**src/rtl/ddr3_ram_arbiter.sv**
```systemverilog
// Round-robin arbiter sharing one DDR3 core request/response port between two requesters.
// An in-order FIFO of granted port indices steers each core ack back to its issuer.
module ddr3_ram_arbiter #(
    parameter int OUTSTANDING   = 8,
    parameter int OUTSTANDING_W = 3
) (
    input  logic                     clk_i,
    input  logic                     rst_i,
    input  logic [15:0]              inport0_wr_i,
    input  logic                     inport0_rd_i,
    input  logic [31:0]              inport0_addr_i,
    input  logic [15:0]              inport0_req_id_i,
    input  logic [127:0]             inport0_write_data_i,
    output logic                     inport0_accept_o,
    output logic                     inport0_ack_o,
    output logic                     inport0_error_o,
    output logic [127:0]             inport0_read_data_o,
    output logic [15:0]              inport0_resp_id_o,
    input  logic [15:0]              inport1_wr_i,
    input  logic                     inport1_rd_i,
    input  logic [31:0]              inport1_addr_i,
    input  logic [15:0]              inport1_req_id_i,
    input  logic [127:0]             inport1_write_data_i,
    output logic                     inport1_accept_o,
    output logic                     inport1_ack_o,
    output logic                     inport1_error_o,
    output logic [127:0]             inport1_read_data_o,
    output logic [15:0]              inport1_resp_id_o,
    output logic [15:0]              outport_wr_o,
    output logic                     outport_rd_o,
    output logic [31:0]              outport_addr_o,
    output logic [15:0]              outport_req_id_o,
    output logic [127:0]             outport_write_data_o,
    input  logic                     outport_accept_i,
    input  logic                     outport_ack_i,
    input  logic                     outport_error_i,
    input  logic [127:0]             outport_read_data_i,
    input  logic [15:0]              outport_resp_id_i,
    output logic [OUTSTANDING_W:0]   outstanding_o,
    output logic                     unexpected_ack_o
);

    localparam logic [OUTSTANDING_W:0]   FULL_COUNT = (OUTSTANDING_W + 1)'(OUTSTANDING);
    localparam logic [OUTSTANDING_W:0]   COUNT_ONE  = (OUTSTANDING_W + 1)'(1);
    localparam logic [OUTSTANDING_W:0]   COUNT_ZERO = (OUTSTANDING_W + 1)'(0);
    localparam logic [OUTSTANDING_W-1:0] PTR_ONE    = OUTSTANDING_W'(1);

    logic                     req0_s, req1_s;
    logic                     grant_valid_s, grant_port_s;
    logic                     ptr_r, lock_r, lock_port_r;
    logic [15:0]              sel_wr_s;
    logic                     sel_rd_s;
    logic [31:0]              sel_addr_s;
    logic [15:0]              sel_req_id_s;
    logic [127:0]             sel_write_data_s;
    logic                     full_s, empty_s, fwd_en_s, fwd_s, accepted_s, pop_s, head_s;
    logic [OUTSTANDING_W:0]   count_r;
    logic [OUTSTANDING_W-1:0] wr_ptr_r, rd_ptr_r;
    logic [OUTSTANDING-1:0]   fifo_r;
    logic                     unexpected_r;

    assign req0_s = (|inport0_wr_i) | inport0_rd_i;
    assign req1_s = (|inport1_wr_i) | inport1_rd_i;

    // Grant selection: a locked grant wins, otherwise the pointer port has priority.
    always_comb begin
        grant_valid_s = 1'b0;
        grant_port_s  = 1'b0;
        if (lock_r) begin
            grant_valid_s = 1'b1;
            grant_port_s  = lock_port_r;
        end else if (ptr_r ? req1_s : req0_s) begin
            grant_valid_s = 1'b1;
            grant_port_s  = ptr_r;
        end else if (ptr_r ? req0_s : req1_s) begin
            grant_valid_s = 1'b1;
            grant_port_s  = ~ptr_r;
        end else begin
            grant_valid_s = 1'b0;
            grant_port_s  = 1'b0;
        end
    end

    // Request mux onto the core port.
    always_comb begin
        sel_wr_s         = 16'h0;
        sel_rd_s         = 1'b0;
        sel_addr_s       = 32'h0;
        sel_req_id_s     = 16'h0;
        sel_write_data_s = 128'h0;
        case ({grant_valid_s, grant_port_s})
            2'b10: begin
                sel_wr_s         = inport0_wr_i;
                sel_rd_s         = inport0_rd_i;
                sel_addr_s       = inport0_addr_i;
                sel_req_id_s     = inport0_req_id_i;
                sel_write_data_s = inport0_write_data_i;
            end
            2'b11: begin
                sel_wr_s         = inport1_wr_i;
                sel_rd_s         = inport1_rd_i;
                sel_addr_s       = inport1_addr_i;
                sel_req_id_s     = inport1_req_id_i;
                sel_write_data_s = inport1_write_data_i;
            end
            default: begin
                sel_wr_s         = 16'h0;
                sel_rd_s         = 1'b0;
                sel_addr_s       = 32'h0;
                sel_req_id_s     = 16'h0;
                sel_write_data_s = 128'h0;
            end
        endcase
    end

    // A full FIFO blocks forwarding so no response can arrive without a routing slot.
    assign full_s               = (count_r == FULL_COUNT);
    assign empty_s              = (count_r == COUNT_ZERO);
    assign fwd_en_s             = rst_i & ~full_s;
    assign outport_wr_o         = fwd_en_s ? sel_wr_s : 16'h0;
    assign outport_rd_o         = fwd_en_s & sel_rd_s;
    assign outport_addr_o       = rst_i ? sel_addr_s : 32'h0;
    assign outport_req_id_o     = rst_i ? sel_req_id_s : 16'h0;
    assign outport_write_data_o = rst_i ? sel_write_data_s : 128'h0;
    assign fwd_s                = (|outport_wr_o) | outport_rd_o;
    assign accepted_s           = fwd_s & outport_accept_i;
    assign inport0_accept_o     = accepted_s & ~grant_port_s;
    assign inport1_accept_o     = accepted_s & grant_port_s;

    assign pop_s               = rst_i & outport_ack_i & ~empty_s;
    assign head_s              = fifo_r[rd_ptr_r];
    assign inport0_ack_o       = pop_s & ~head_s;
    assign inport1_ack_o       = pop_s & head_s;
    assign inport0_error_o     = inport0_ack_o & outport_error_i;
    assign inport1_error_o     = inport1_ack_o & outport_error_i;
    assign inport0_read_data_o = rst_i ? outport_read_data_i : 128'h0;
    assign inport1_read_data_o = rst_i ? outport_read_data_i : 128'h0;
    assign inport0_resp_id_o   = rst_i ? outport_resp_id_i : 16'h0;
    assign inport1_resp_id_o   = rst_i ? outport_resp_id_i : 16'h0;
    assign outstanding_o       = count_r;
    assign unexpected_ack_o    = unexpected_r;

    // Lock and round-robin pointer state.
    always_ff @(posedge clk_i or negedge rst_i) begin
        if (!rst_i) begin
            ptr_r       <= 1'b0;
            lock_r      <= 1'b0;
            lock_port_r <= 1'b0;
        end else if (accepted_s) begin
            lock_r <= 1'b0;
            ptr_r  <= ~grant_port_s;
        end else if (fwd_s) begin
            lock_r      <= 1'b1;
            lock_port_r <= grant_port_s;
        end
    end

    // In-order routing FIFO of granted port indices.
    always_ff @(posedge clk_i or negedge rst_i) begin
        if (!rst_i) begin
            fifo_r   <= '0;
            wr_ptr_r <= '0;
            rd_ptr_r <= '0;
            count_r  <= '0;
        end else begin
            if (accepted_s) begin
                fifo_r[wr_ptr_r] <= grant_port_s;
                wr_ptr_r         <= wr_ptr_r + PTR_ONE;
            end
            if (pop_s) begin
                rd_ptr_r <= rd_ptr_r + PTR_ONE;
            end
            case ({accepted_s, pop_s})
                2'b10:   count_r <= count_r + COUNT_ONE;
                2'b01:   count_r <= count_r - COUNT_ONE;
                default: count_r <= count_r;
            endcase
        end
    end

    // Sticky flag for a core ack arriving with nothing in flight.
    always_ff @(posedge clk_i or negedge rst_i) begin
        if (!rst_i) begin
            unexpected_r <= 1'b0;
        end else if (outport_ack_i && empty_s) begin
            unexpected_r <= 1'b1;
        end
    end

endmodule

```
**config.mk**
```make
export PLATFORM = sky130hd
export DESIGN_NAME = ddr3_ram_arbiter
export DESIGN_NICKNAME = d
export VERILOG_FILES = /design/src/rtl/ddr3_ram_arbiter.sv
export SDC_FILE = /design/constraint.sdc
export NUM_CORES = 1
export LEC_CHECK = 0
export BUFFER_PORTS_ARGS = -buffer_cell sky130_fd_sc_hd__buf_2
export CORE_AREA = 2 2 400 402
export CTS_CLUSTER_SIZE = 30
export DETAILED_ROUTE_END_ITERATION = 10
export DIE_AREA = 0 0 402 404
export SYNTH_ARGS = -nofsm -noshare
export SYNTH_HDL_FRONTEND = slang
export SYNTH_SLANG_ARGS = --single-unit
```
**constraint.sdc**
```tcl
create_clock -name clk_i -period 8.1 [get_ports clk_i]
set_clock_uncertainty 0.2 [all_clocks]
set_input_delay 0.81 -clock clk_i [delete_from_list [all_inputs] [get_ports clk_i]]
set_output_delay 0.81 -clock clk_i [all_outputs]
set_load 0.005 [all_outputs]
```
==> metrics.yaml, run 1 <==
critical_path:
  cp_top_family: "simple AND/OR/NAND/NOR gates"
  crit_path_end_kind: "output pin"
  critical_path.slowest_cell: "buf_4"
  critPathBufInv: 3
  cp.required_ns: 7.09
  arrival_ns: 3.92
  cp_cell_sequence: "buf_2, or4_4, nor3_1, a21o_2, and2_4, buf_4, a22oi_1, nor2_1, buf_2"
  crit_top_cell: "buf_2"
  path_max_fanout: 59
  startpoint_type: "input port"
  startpoint: "inport0_wr_i[0]"
  r2r_start: "lock_r"
  path_class: "in -> out"
  critPathMaxStageDelay_ns: 0.65
power:
  p_per_area_nw_per_um2: 212
  irDropWorstVdd_mv: 0.177
  p_leak_nw: 6.41
floorplanning:
  ioPinCount: 1027
  die_h_um: 404
  die-width_um: 402
  start_util_pct: 4.03
  core-area_um2: 158000
  design.die.area_um2: 162000
  placementRows: 146
clocking:
  htree_levels: 1
  cts_tree: "yes"
  cts_sinks: 22
  cts_buffer_depth: 2
  clk_pin_slew_ns: 0.06
  cts-resized-gates: 0
  clockRootBuffer: "clkbuf_16"
  clkLatencyLatePin_ns: 0.25
  cts_setup_buffers: 0
  hold_buffers: 0
  cts_buffers: 3
global_route:
  antenna_found_initial: 187
  grt.total_usage_pct: 15.2
  grt_max_degree: 119
  grt-ovfl-total: 0
  grt_pass1_wl_mm: 150
  first_global_vias: 9939
layout:
  layout_common_cells: "buf_2, a22oi_1, nor2b_1"
  layout_commonest_cell: "buf_2"
  fin_area_um2: 12800
  fill_cells: 18800
  drive_gt1_share_pct: 62.7
  areaGrowthSynthToFinish_pct: 102
  final_util_pct: 8.14
  final_cells: 3800
  nets: 2230
sta:
  setup_viol: 0
  rsz0062_at_grt: "false"
  worstMarginPinSlew_ns: 1.02
  fin_crit_sh_pct: 60.8
  hold_viol_final: 0
  setup_tns_ns: 0
  min_period_ns: 4.93
  fmax_mhz: 203
  setup_slack_ns: 3.17
  maxSlewViolCount: 0
  slew_headroom_pct: 31.9
worst_hold_path:
  hold_start: "unexpected_ack_o"
  hold_path_class: "reg -> reg"
job:
  cap_violations: 0
drt:
  vias_per_cell: 3.08
  ant_nets: 0
  drc_errors: 0
  wl_per_cell_um: 34.5
  drtPass1Iterations: 7
  drtIter0Drc: 1197
  vias: 11700
  routed_wl_mm: 131
place:
  place_inst: 3756
  postPlaceCellArea_um2: 12600
  pre_cts_slack_ns: 3.20
  numPortBuffers: 1026
  globalplace.congestion: 1.10
  hpwlAfterDp_mm: 124
synth:
  synth_nets: 1420
  ys_seq_area_share_pct: 8.65
  yosys_most_used_dff: "dfrtp_1"
  synthCells: 879
  netlist_area_um2: 6370
  yosys_warnings: 0
  syn_avg_cell_area_um2: 7.24
  synth_edf_count: 0
  synthArstFlopShare_pct: 100
  synth_seq_cells: 22
  synth_cell_types: 43
status:
  status: "complete, no violations"
-- metrics by stage --
step	power, mW	hold slack (ns)
global route	2.91	0.308
CTS	2.78	0.282
floorplan	1.40	0.259
detailed placement	2.63	0.264
finish	2.72	0.274
global placement	2.59	0.262
-- final timing paths --
check                                         to  slack [ns]  depth (start not counted)
max in group asynchronous       unexpected_ack_o        6.22                          2
worst min-delay path            unexpected_ack_o        0.27                          1
worst max-delay path             outport_wr_o[8]        3.17                          9
min in group asynchronous                  ptr_r        0.92                          2
worst max register to register  outstanding_o[3]        4.33                         11
worst min register to register  unexpected_ack_o        0.27                          1
-- cells by family (layout without fill, tap and decap cells) --
group / count (synthesis) / after routing / synth area share (%)
AND/OR/NAND/NOR: 390 / 390 / 37.2
other: 0 / 40 / 0
AO/OA/AOI/OAI: 204 / 204 / 24.0
adder cells (fa/ha/maj): 6 / 6 / 1.30
buffers and inverters: 234 / 1043 / 24.7
XOR/XNOR: 8 / 8 / 1.10
multiplexers: 15 / 15 / 3.03
flip-flops: 22 / 22 / 8.65
-- registers in the layout, indices dropped and copies added (netlist names) --
signal,cells
fifo_r,8
outstanding_o,4
rd_ptr_r,3
unexpected_ack_o,1
ptr_r,1
lock_port_r,1
lock_r,1
wr_ptr_r,3
-- power by group --
part           switching [mW]  total (mW)  internal [mW]
Combinational            1.57        2.36          0.790
Clock                  0.0416       0.140         0.0981
Sequential             0.0574       0.222          0.164
Total                    1.67        2.72           1.05
-- cell type report --
class / instances / area [um2] / area share, %
well taps: 2072 / 2590 / 20.2
inverters: 6 / 22.5 / 0.175
clock inverters: 1 / 30.0 / 0.234
repair buffers: 1033 / 5220 / 40.7
diodes: 40 / 100 / 0.779
multi-input cells: 623 / 4250 / 33.1
flip-flops and latches: 22 / 551 / 4.29
clock buffers: 3 / 75.1 / 0.585
-- layer usage --
metal	GRT usage, %	vias up	share of wire [%]
met2	26.3	1186	48
met4	3.19	120	3.6
met5	0.297	-	0.73
met3	9.94	432	15
li1	-	4565	-
met1	15.2	5404	33
-- cells in the mapped netlist, drive strengths merged (3+ instances only) --
cell type / number / share of area (%)
dfrtp: 22 / 8.6
nand4b: 3 / 0.41
and2: 147 / 14
buf: 171 / 21
clkbuf: 57 / 3.4
a22oi: 194 / 23
ha: 5 / 0.98
inv: 6 / 0.35
nor2: 27 / 1.6
nor3: 5 / 0.39
nor2b: 176 / 17
nand2: 12 / 0.71
xnor2: 5 / 0.69
xor2: 3 / 0.41
nor4: 6 / 0.59
and3: 3 / 0.31
mux2: 11 / 2.0
a21oi: 3 / 0.24
(Power assumes the default switching activity.)
==> run 2: changes to the inputs <==
--- a/config.mk
+++ b/config.mk
@@ -6,10 +6,10 @@
 export NUM_CORES = 1
 export LEC_CHECK = 0
 export BUFFER_PORTS_ARGS = -buffer_cell sky130_fd_sc_hd__buf_2
-export CORE_AREA = 2 2 400 402
+export CORE_AREA = 2 2 402 404
 export CTS_CLUSTER_SIZE = 30
 export DETAILED_ROUTE_END_ITERATION = 10
-export DIE_AREA = 0 0 402 404
+export DIE_AREA = 0 0 404 406
 export SYNTH_ARGS = -nofsm -noshare
 export SYNTH_HDL_FRONTEND = slang
 export SYNTH_SLANG_ARGS = --single-unit
==> constraint.sdc (replaced) <==
create_clock -name clk_i -period 5.1 [get_ports clk_i]
set_clock_uncertainty 0.2 [all_clocks]
set_input_delay 0.51 -clock clk_i [delete_from_list [all_inputs] [get_ports clk_i]]
set_output_delay 0.51 -clock clk_i [all_outputs]
set_load 0.005 [all_outputs]
==> metrics.yaml, run 2 (synthesized netlist as in run 1, its figures left out) <==
status:
  status: "complete, no violations"
critical_path:
  crit_path_end_kind: "output pin"
  startpoint_type: "input port"
  critPathMaxStageDelay_ns: 0.84  # +0.19 ns
  crit_top_cell: "buf_2"
  cp_top_family: "simple AND/OR/NAND/NOR gates"
  path_class: "in -> out"
  arrival_ns: 3.49  # -0.43 ns
  critical_path.slowest_cell: "a22oi_1"
  critPathBufInv: 3  # unchanged
  cp_cell_sequence: "buf_2, nor4_1, and4_2, nand3b_1, and2_4, buf_12, a22oi_1, nor2_1, buf_2"
  cp.required_ns: 4.39  # -2.70 ns
  path_max_fanout: 58  # -1.7%
global_route:
  first_global_vias: 9899  # -0.40%
  grt.total_usage_pct: 15.9  # +0.64 points
  grt_pass1_wl_mm: 156  # +4.2%
  antenna_found_initial: 207  # +11%
  grt_max_degree: 123  # +3.4%
  grt-ovfl-total: 0  # unchanged
place:
  place_inst: 3774  # +0.48%
  globalplace.congestion: 1.22  # +11%
  numPortBuffers: 1026  # unchanged
  hpwlAfterDp_mm: 130  # +4.5%
layout:
  areaGrowthSynthToFinish_pct: 104
  largest_reg_flops: 8  # unchanged
  fill_cells: 19000  # +1.1%
  ff_latch_area_um2: 551  # unchanged
  multi_input_area_um2: 4250  # unchanged
  nets: 2235  # +0.22%
  regMostFlops: "fifo_r"
  final_cells: 3833  # +0.87%
  drive_gt1_share_pct: 62.8  # about the same
  layout_common_cells: "buf_2, a22oi_1, nor2b_1"
  final_util_pct: 8.13  # -0.011 points
  layout_commonest_cell: "buf_2"
clocking:
  cts_buffers: 3  # unchanged
  clkLatencyLatePin_ns: 0.25  # about the same
  clockRootBuffer: "clkbuf_16"
  hold_buffers: 1  # +1
  cts_setup_buffers: 0  # unchanged
  cts_tree: "yes"
  cts-resized-gates: 0  # unchanged
  cts_sinks: 22  # unchanged
  htree_levels: 1  # unchanged
  cts_buffer_depth: 2  # unchanged
  clk_pin_slew_ns: 0.06  # about the same
worst_hold_path:
  hold_path_class: "reg -> reg"
floorplanning:
  die_h_um: 406  # +0.50%
  ioPinCount: 1027  # unchanged
  core-area_um2: 160000  # +1.2%
  design.die.area_um2: 164000  # +1.0%
  die-width_um: 404  # +0.50%
  placementRows: 147  # +0.68%
  start_util_pct: 3.99  # -0.046 points
power:
  irDropWorstVdd_mv: 0.403  # +130%
  p_per_area_nw_per_um2: 347  # +64%
  p_leak_nw: 6.44  # +0.59%
sta:
  hold_viol_final: 0  # unchanged
  fin_crit_sh_pct: 82.3
  worstMarginPinSlew_ns: 1.01  # -0.00681 ns
  fmax_mhz: 238
  slew_headroom_pct: 32.4  # +0.58 points
  setup_viol: 0  # unchanged
  min_period_ns: 4.20
  hold_ws_ns: 0.273  # -0.00103 ns
  maxSlewViolCount: 0  # unchanged
  setup_tns_ns: 0  # unchanged
  rsz0062_at_grt: "false"
drt:
  routed_wl_mm: 138  # +5.0%
  wl_per_cell_um: 35.9  # +4.1%
  drtPass1Iterations: 6  # -1
  ant_nets: 0  # unchanged
  vias_per_cell: 3.06  # -0.55%
  drc_errors: 0  # unchanged
  vias: 11700  # +0.32%
  drtIter0Drc: 1344  # +12%
job:
  cap_violations: 0  # unchanged
-- run 2: layout make-up --
cell class	count	area share, %
diodes	54	1.04
repair buffers	1038	40.9
well taps	2086	20.1
clock buffers	3	0.579
clock inverters	1	0.231
inverters	6	0.174
flip-flops and latches	22	4.24
multi-input cells	623	32.8
-- run 2: metal layers --
| metal | wire length [um] | GRT usage, % |
|---|---|---|
| met1 | 41600 | 14.5 |
| met2 | 68000 | 28.4 |
| met3 | 21000 | 10.5 |
| met4 | 5880 | 4.46 |
| met5 | 1200 | 1.31 |
-- run 2: stage by stage --
step / area [um2] / setup slack, ns / total power, mW
final: 13000 / 0.901 / 4.50
after global routing: 12900 / 0.901 / 4.77
after CTS: 12800 / 1.05 / 4.55
after detailed placement: 12700 / 1.06 / 4.32
after global placement: 12700 / 1.15 / 4.25
after floorplan: 6370 / 2.05 / 2.22
-- run 2: final timing paths --
path,start,slack [ns],endpoint,cells past startpoint
max,inport1_wr_i[0],0.90,outport_wr_o[3],9
min,unexpected_ack_o,0.27,unexpected_ack_o,1
max reg2reg,lock_r,1.97,outstanding_o[3],11
min reg2reg,unexpected_ack_o,0.27,unexpected_ack_o,1
max in group asynchronous,rst_i,2.96,outstanding_o[0],3
min in group asynchronous,rst_i,0.58,lock_port_r,2
-- run 2: power by group --
part	total, mW	internal, mW	leakage, nW	switching, mW
Combinational	3.93	1.30	6.13	2.63
Clock	0.221	0.156	0.0514	0.0652
Sequential	0.356	0.261	0.260	0.0948
Total	4.50	1.72	6.44	2.79
==> run 3: changes to the inputs <==
--- a/config.mk
+++ b/config.mk
@@ -6,10 +6,10 @@
 export NUM_CORES = 1
 export LEC_CHECK = 0
 export BUFFER_PORTS_ARGS = -buffer_cell sky130_fd_sc_hd__buf_2
-export CORE_AREA = 2 2 402 404
+export CORE_AREA = 2 2 399 401
 export CTS_CLUSTER_SIZE = 30
 export DETAILED_ROUTE_END_ITERATION = 10
-export DIE_AREA = 0 0 404 406
+export DIE_AREA = 0 0 401 403
 export SYNTH_ARGS = -nofsm -noshare
 export SYNTH_HDL_FRONTEND = slang
 export SYNTH_SLANG_ARGS = --single-unit
==> constraint.sdc (replaced) <==
create_clock -name clk_i -period 3.76 [get_ports clk_i]
set_clock_uncertainty 0.2 [all_clocks]
set_input_delay 0.376 -clock clk_i [delete_from_list [all_inputs] [get_ports clk_i]]
set_output_delay 0.376 -clock clk_i [all_outputs]
set_load 0.005 [all_outputs]
==> metrics.yaml, run 3 (synthesized netlist as in run 1, its figures left out) <==
status:
  status: "complete, no violations"
critical_path:
  path_max_fanout: 33  # -43%
  cp_cell_sequence: "buf_2, or4_4, nor3_1, a21o_2, and2_4, buf_12, buf_12, a22oi_1, nor2b_1, buf_2"
  cp.required_ns: 3.18  # -1.21 ns
  crit_path_end_kind: "output pin"
  startpoint_type: "input port"
  r2r_setup_slack_ns: 0.44  # -1.53 ns
  critical_path.slowest_cell: "or4_4"
  critPathMaxStageDelay_ns: 0.61  # -0.23 ns
  r2r_cells: 12  # +1
  path_class: "in -> out"
  arrival_ns: 2.97  # -0.52 ns
layout:
  nets: 2253  # +0.81%
  largest_reg_flops: 8  # unchanged
  drive_gt1_share_pct: 63.2  # +0.45 points
  areaGrowthSynthToFinish_pct: 108
  final_cells: 3846  # +0.34%
  regMostFlops: "fifo_r"
  layout_common_cells: "buf_2, a22oi_1, nor2b_1"
  layout_commonest_cell: "buf_2"
sta:
  setup_viol: 0  # unchanged
  hold_ws_ns: 0.167  # -0.106 ns
  setup_slack_ns: 0.211  # -0.690 ns
  fmax_mhz: 282
  min_period_ns: 3.55
  worstMarginPinSlew_ns: 0.951  # -0.0625 ns
  maxSlewViolCount: 0  # unchanged
  hold_viol_final: 0  # unchanged
  rsz0062_at_grt: "false"
  fin_crit_sh_pct: 94.4
  slew_headroom_pct: 36.6  # +4.2 points
  setup_tns_ns: 0  # unchanged
clocking:
  hold_buffers: 0  # -1
  cts_sinks: 22  # unchanged
  cts_buffers: 3  # unchanged
  cts_tree: "yes"
  cts-resized-gates: 0  # unchanged
  clkLatencyLatePin_ns: 0.27  # +0.02 ns
  cts_setup_buffers: 0  # unchanged
  clockRootBuffer: "clkbuf_16"
  cts_buffer_depth: 2  # unchanged
  clk_pin_slew_ns: 0.06  # about the same
  htree_levels: 1  # unchanged
global_route:
  grt_max_degree: 111  # -9.8%
  grt.total_usage_pct: 16.4  # +0.55 points
  grt_pass1_wl_mm: 160  # +2.3%
  first_global_vias: 10100  # +2.3%
  grt-ovfl-total: 0  # unchanged
  antenna_found_initial: 235  # +14%
floorplanning:
  die-width_um: 401  # -0.74%
  placementRows: 146  # -0.68%
  start_util_pct: 4.04  # +0.055 points
  ioPinCount: 1027  # unchanged
  core-area_um2: 157000  # -1.4%
  die_h_um: 403  # -0.74%
  design.die.area_um2: 162000  # -1.5%
place:
  numPortBuffers: 1026  # unchanged
  place_inst: 3779  # +0.13%
  pre_cts_slack_ns: 0.0815  # -0.976 ns
  globalplace.congestion: 1.08  # -12%
  hpwlAfterDp_mm: 132  # +2.1%
drt:
  vias: 11700  # -0.17%
  routed_wl_mm: 140  # +1.4%
  drc_errors: 0  # unchanged
  drtIter0Drc: 1164  # -13%
  drtPass1Iterations: 7  # +1
  wl_per_cell_um: 36.3  # +1.1%
  ant_nets: 0  # unchanged
  vias_per_cell: 3.05  # -0.51%
worst_hold_path:
  hold_path_class: "in -> reg"
  whs_path_depth: 3  # +2
power:
  p_per_area_nw_per_um2: 473  # +36%
  p_leak_nw: 6.57  # +1.9%
  irDropWorstVdd_mv: 0.398  # -1.2%
  power.total_mw: 6.26  # +39%
job:
  cap_violations: 0  # unchanged
-- run 3: cell count changes in the layout (fill, tap and decap cells not counted) --
cell,previous run,this run
dlygate4sd3_1,1,0
buf_4,6,22
buf_12,5,14
diode_2,54,63
buf_2,1025,1019
-- run 3: area by class of cell --
cell class / instances / area (um2)
Timing Repair Buffer: 1056 / 5560
Tap cell: 2072 / 2590
Multi-Input combinational cell: 623 / 4250
Sequential cell: 22 / 551
Fill cell: 18700 / 144000
Inverter: 6 / 22.5
Antenna cell: 63 / 158
Clock inverter: 1 / 30.0
Clock buffer: 3 / 75.1
-- run 3: layer usage --
metal	share of wire [%]	global-route usage, %	vias to the layer above
met3	14	9.38	462
li1	-	-	4655
met4	3.8	4.18	152
met5	0.82	0	-
met1	29	14.7	5265
met2	52	31.2	1190
-- run 3: final timing paths --
path,end,from
worst min register to register,unexpected_ack_o,unexpected_ack_o
worst max register to register,outstanding_o[3],outstanding_o[0]
max in group asynchronous,outstanding_o[1],rst_i
worst min-delay path,unexpected_ack_o,outport_ack_i
worst max-delay path,outport_req_id_o[6],inport0_wr_i[0]
min in group asynchronous,lock_port_r,rst_i
-- run 3: worst max-delay path: cells and delay by family --
family,cells,cell delay [ns]
AOI/OAI and AO/OA,2,0.33
buffers and inverters,4,0.73
and+or+nand+nor,4,1.46
-- run 3: stage by stage --
step	area, um2	util (%)
6_report	13200	8.41
5_1_grt	13200	8.36
4_1_cts	13100	8.31
3_5_place_dp	13000	8.24
3_3_place_gp	13000	8.24
2_1_floorplan	6370	-
-- run 3: power breakdown --
part	switching, mW	total, mW	internal (mW)	leakage (nW)
Combinational	3.48	5.46	1.99	6.26
Clock	0.0992	0.311	0.212	0.0515
Sequential	0.126	0.480	0.354	0.260
Total	3.70	6.26	2.55	6.57
